File: src/rtl/fork_join_scheduler.sv
// Fork/join scheduler: launches up to NUM_TASKS timed task slots and releases the continuation per join mode.
// Latency: accepted on the start edge; a slot of duration d completes d-1 cycles after launch (0 counts as 1).
// Backpressure: start is ignored while busy or while abort is high; abort kills the whole fork at the next edge.
module fork_join_scheduler #(
   parameter int NUM_TASKS = 4,
   parameter int CNT_W     = 8
) (
   input  logic                       clk,
   input  logic                       rst_n,
   input  logic                       start,
   input  logic [1:0]                 mode,
   input  logic [NUM_TASKS-1:0]       en,
   input  logic [NUM_TASKS*CNT_W-1:0] dur,
   input  logic                       abort,
   output logic                       busy,
   output logic [NUM_TASKS-1:0]       task_active,
   output logic [NUM_TASKS-1:0]       task_done,
   output logic                       join_done,
   output logic                       all_done,
   output logic [15:0]                elapsed
);

   typedef enum logic [1:0] {S_IDLE, S_RUN, S_DRAIN} state_t;

   state_t               r_state;
   state_t               w_state_nxt;
   logic [1:0]           r_mode;
   logic [NUM_TASKS-1:0] r_active;
   logic [CNT_W-1:0]     r_cnt [NUM_TASKS];
   logic                 r_jn_arm;
   logic                 r_jn_fire;
   logic [15:0]          r_elapsed;

   logic                 w_accept;
   logic [NUM_TASKS-1:0] w_fin;
   logic                 w_last;
   logic                 w_any;
   logic                 w_none;

   assign w_accept = (r_state == S_IDLE) && start && !abort && (en != '0);
   assign w_any    = (r_mode == 2'b01);
   assign w_none   = (r_mode == 2'b10);

   // A slot finishes in the cycle its counter reads 1 (its last active cycle).
   always_comb begin
      w_fin = '0;
      for (int i = 0; i < NUM_TASKS; i++) begin
         w_fin[i] = r_active[i] && (r_cnt[i] == CNT_W'(1));
      end
   end

   // Last running slot(s) finish when nothing active survives this cycle.
   assign w_last = (w_fin != '0) && ((r_active & ~w_fin) == '0);

   assign busy        = (r_state != S_IDLE);
   assign task_active = r_active;
   assign task_done   = abort ? '0 : w_fin;
   assign all_done    = busy && !abort && w_last;
   // join_none releases from a delayed pulse; join_any/join release from RUN only, so once per fork.
   assign join_done   = r_jn_fire ||
                        ((r_state == S_RUN) && !abort && (w_any ? (w_fin != '0) : w_last));
   assign elapsed     = r_elapsed;

   // Next-state: RUN holds until the continuation is released, DRAIN until every slot is done.
   always_comb begin
      w_state_nxt = r_state;
      case (r_state)
         S_IDLE: begin
            if (w_accept) begin
               w_state_nxt = (mode == 2'b10) ? S_DRAIN : S_RUN;
            end
         end
         S_RUN: begin
            if (abort || w_last) begin
               w_state_nxt = S_IDLE;
            end else if (w_any && (w_fin != '0)) begin
               w_state_nxt = S_DRAIN;
            end
         end
         S_DRAIN: begin
            if (abort || w_last) begin
               w_state_nxt = S_IDLE;
            end
         end
         default: w_state_nxt = S_IDLE;
      endcase
   end

   // State register.
   always_ff @(posedge clk or negedge rst_n) begin
      if (!rst_n) begin
         r_state <= S_IDLE;
      end else begin
         r_state <= w_state_nxt;
      end
   end

   // Per-slot launch, countdown and retirement; abort drops every slot at once.
   always_ff @(posedge clk or negedge rst_n) begin
      if (!rst_n) begin
         r_active <= '0;
         r_mode   <= 2'b00;
         for (int i = 0; i < NUM_TASKS; i++) begin
            r_cnt[i] <= '0;
         end
      end else if (w_accept) begin
         r_active <= en;
         r_mode   <= mode;
         for (int i = 0; i < NUM_TASKS; i++) begin
            r_cnt[i] <= (dur[i*CNT_W +: CNT_W] == '0) ? CNT_W'(1) : dur[i*CNT_W +: CNT_W];
         end
      end else if (abort) begin
         r_active <= '0;
         for (int i = 0; i < NUM_TASKS; i++) begin
            r_cnt[i] <= '0;
         end
      end else begin
         for (int i = 0; i < NUM_TASKS; i++) begin
            if (r_active[i]) begin
               if (r_cnt[i] == CNT_W'(1)) begin
                  r_active[i] <= 1'b0;
               end else begin
                  r_cnt[i] <= r_cnt[i] - CNT_W'(1);
               end
            end
         end
      end
   end

   // join_none release: armed at launch, fires one cycle later unless the fork was aborted.
   always_ff @(posedge clk or negedge rst_n) begin
      if (!rst_n) begin
         r_jn_arm  <= 1'b0;
         r_jn_fire <= 1'b0;
      end else begin
         r_jn_arm  <= w_accept && (mode == 2'b10);
         r_jn_fire <= r_jn_arm && !abort;
      end
   end

   // Elapsed: 1 in the launch cycle, counts while the fork stays busy, holds once it ends.
   always_ff @(posedge clk or negedge rst_n) begin
      if (!rst_n) begin
         r_elapsed <= '0;
      end else if (w_accept) begin
         r_elapsed <= 16'd1;
      end else if (busy && (w_state_nxt != S_IDLE) && (r_elapsed != 16'hFFFF)) begin
         r_elapsed <= r_elapsed + 16'd1;
      end
   end

endmodule

File: config.mk
export PLATFORM = sky130hd
export DESIGN_NAME = fork_join_scheduler
export DESIGN_NICKNAME = d
export VERILOG_FILES = /design/src/rtl/fork_join_scheduler.sv
export SDC_FILE = /design/constraint.sdc
export NUM_CORES = 1
export LEC_CHECK = 0
export BUFFER_PORTS_ARGS = -buffer_cell sky130_fd_sc_hd__buf_2
export CAP_MARGIN = 30
export CORE_MARGIN = 1.5
export CORE_UTILIZATION = 26
export DETAILED_ROUTE_END_ITERATION = 7
export PLACE_DENSITY_LB_ADDON = 0.05
export SYNTH_ARGS = -nofsm -noshare
export SYNTH_HDL_FRONTEND = slang
export SYNTH_SLANG_ARGS = --single-unit
File: constraint.sdc
create_clock -name clk -period 6.2 [get_ports clk]
set_input_delay 0.31 -clock clk [delete_from_list [all_inputs] [get_ports clk]]
set_output_delay 0.31 -clock clk [all_outputs]
set_load 0.005 [all_outputs]
==> results_dict.tcl <==
set metrics [dict create \
    clk_pin_slew_ps 50 \
    grt.busiest_layer "met2" \
    critPathSlowestCell "o31a_1" \
    syn_avg_cell_area_um2 8.96 \
    final_nets 493 \
    die_h_um 117 \
    drt-total-wl_um 9420 \
    port_buffers 68 \
    met2_usage 0.234 \
    synthArstFlopShare 1.00 \
    use_met1 0.198 \
    grt_util_all_layers 0.150 \
    detailed_place_hpwl_um 6720 \
    setup_tns_ps 0 \
    cts_buffers 9 \
    dr.pass1.iters 4 \
    grt-ovfl-total 0 \
    row_count 41 \
    area_delta_synth_final_pct 25.0 \
    cts_max_level 3 \
    ios 69 \
    place.gp.congestion 0.757 \
    cp_max_fo 27 \
    critPathKind "reg2reg" \
    ys_types 53 \
    vias 2988 \
    start_kind "flip-flop" \
    cts_sinks 58 \
    grt_max_degree 59 \
    critPathArrivalTime_ps 3330 \
    grt_pass1_wl_um 15200 \
    seq_area_um2 1450 \
    antenna_found_initial 0 \
    syn-cell-area_um2 3350 \
    core_um2 12600 \
    leakage_uw 0.00187 \
    slew_headroom 0.397 \
    end_kind "flip-flop" \
    cts_tree "built" \
    drc_errors 0 \
    status "completed" \
    crit_chain "or4_4, o31ai_4, and4_1, o221a_2, o31a_1, nor2_1, mux2i_1" \
    fillers 1343 \
    use_met3 0.0332 \
    ys_dominant_reg_cell "dfrtp_1" \
    fmax_mhz 321 \
    final_cell_mix "68 x buf_2, 58 x dfrtp_1, 52 x nand2_1" \
    routed_via_density 4.83 \
    ir_drop_mv 0.132 \
    start_util 0.266 \
    setup_violations 0 \
    multi_input_area_um2 1770 \
    ant_nets 0 \
    hold_viol 0 \
    clock_skew_ps 5.58 \
    p_total_uw 1200 \
    tightest_slew_ps 893 \
    cts_root_buffer "clkbuf_16" \
    clockBufferDepth 2 \
    synth_cells 374 \
    worstPathRequired_ps 6410 \
    drive_gt1_frac 0.226 \
    cts_hold_buf 0 \
    synth_top_area_share 0.433 \
    cap_violations 0 \
    antenna_cells 0 \
    synthTopCellsByArea "dfrtp_1 43%, nand2_1 5.8%, o21ai_0 4.5%, xnor2_1 4.2%, ha_1 3.4%" \
    drtIter0Drc 164 \
    cellPowerDensity_nw_per_um2 287 \
    chipWidth_um 117 \
    wl_per_cell_um 15.2 \
    synth-edff-count 0 \
    maxSlewViolCount 0 \
    grt_pass1_vias 2944 \
    die_area_um2 13600 \
    cp_slowest_stage_delay_ps 710 \
    hold_path_class "in2async" \
    min_period_ps 3120 \
    synth_top_area_cell "dfrtp_1" \
    ys.warnings.count 0 \
    ys_seq_area_frac 0.433 \
    worstSkewPairLatency_ps 330 \
    syn_nets 425 \
    post_cts_resized 0 \
    synth-seq-cells 58 \
    fin_crit_sh 0.502 \
    rsz0062_at_grt "false" \
    final_common_cell "buf_2" \
    post_cts_buffers 0 \
]
[final timing paths]
check / startpoint / end / slack, ps / depth (start not counted)
max: r_cnt[26] / elapsed[0] / 3080 / 7
min: rst_n / r_cnt[1] / 150 / 2
max reg2reg: r_cnt[26] / elapsed[0] / 3080 / 7
min reg2reg: r_mode[1] / r_mode[1] / 470 / 2
max in group asynchronous: rst_n / elapsed[8] / 5530 / 2
min in group clk: mode[1] / r_mode[1] / 200 / 3
[registers in the layout (all words and copies together), names as in the netlist]
signal,count
r_cnt,32
elapsed,16
task_active,4
r_mode,2
r_state,2
r_jn_arm,1
r_jn_fire,1
[synthesized netlist by cell type, types with 6 or more instances]
| cell type | n |
|---|---|
| dfrtp_1 | 58 |
| nand2_1 | 52 |
| o21ai_0 | 30 |
| nor2_1 | 21 |
| a21oi_1 | 19 |
| inv_1 | 18 |
| xnor2_1 | 16 |
| clkbuf_1 | 14 |
| nor3_1 | 14 |
| nor4_1 | 11 |
| ha_1 | 9 |
| nand4_1 | 9 |
| a22o_1 | 8 |
| nand3_1 | 8 |
| o31ai_1 | 8 |
| xor2_1 | 8 |
| or3_1 | 6 |
| or4_1 | 6 |
[final cells by class]
| cell class | instances | area share |
|---|---|---|
| repair buffers | 73 | 0.0950 |
| inverters | 18 | 0.0161 |
| flip-flops and latches | 58 | 0.347 |
| clock inverters | 2 | 0.00239 |
| well taps | 172 | 0.0514 |
| multi-input cells | 282 | 0.423 |
| clock buffers | 14 | 0.0654 |
[worst max-delay path: cells and delay by family (launching register included)]
family	cells	cell delay, ps
muxes	1	160
DFF	1	420
and+or+nand+nor	3	1090
AOI/OAI and AO/OA	3	1320
[where the power goes]
part	switching [uW]	internal, uW	leakage [uW]	total (uW)
clock network	173	302	0.000143	474
logic	143	111	0.000949	254
registers	49.8	425	0.000775	475
total	365	838	0.00187	1200
[stage by stage]
stage          utilization  hold WS, ps  setup slack (ps)  instances  area [um^2]
3_3_place_gp         0.307          450              3070        601         3870
6_report             0.332          151              3080        619         4190
3_5_place_dp         0.309          454              3070        603         3900
2_1_floorplan            -         14.4              3530        374         3350
5_1_grt              0.332          193              2820        619         4190
4_1_cts              0.332          184              3080        619         4190
[per-layer routing]
layer	part of all wire	wire, um
met2	0.46	4360
met3	0.040	376
met5	0	0
met1	0.48	4490
met4	0.021	196
[cells by family after synthesis]
kind of cell / after synthesis / synth area share
flops: 58 / 0.433
xor+xnor: 24 / 0.0627
buf+inv: 34 / 0.0407
compound gates: 89 / 0.172
mux: 4 / 0.0119
fa+ha+maj: 9 / 0.0336
simple gates: 156 / 0.246
(Power assumes the default switching activity.)
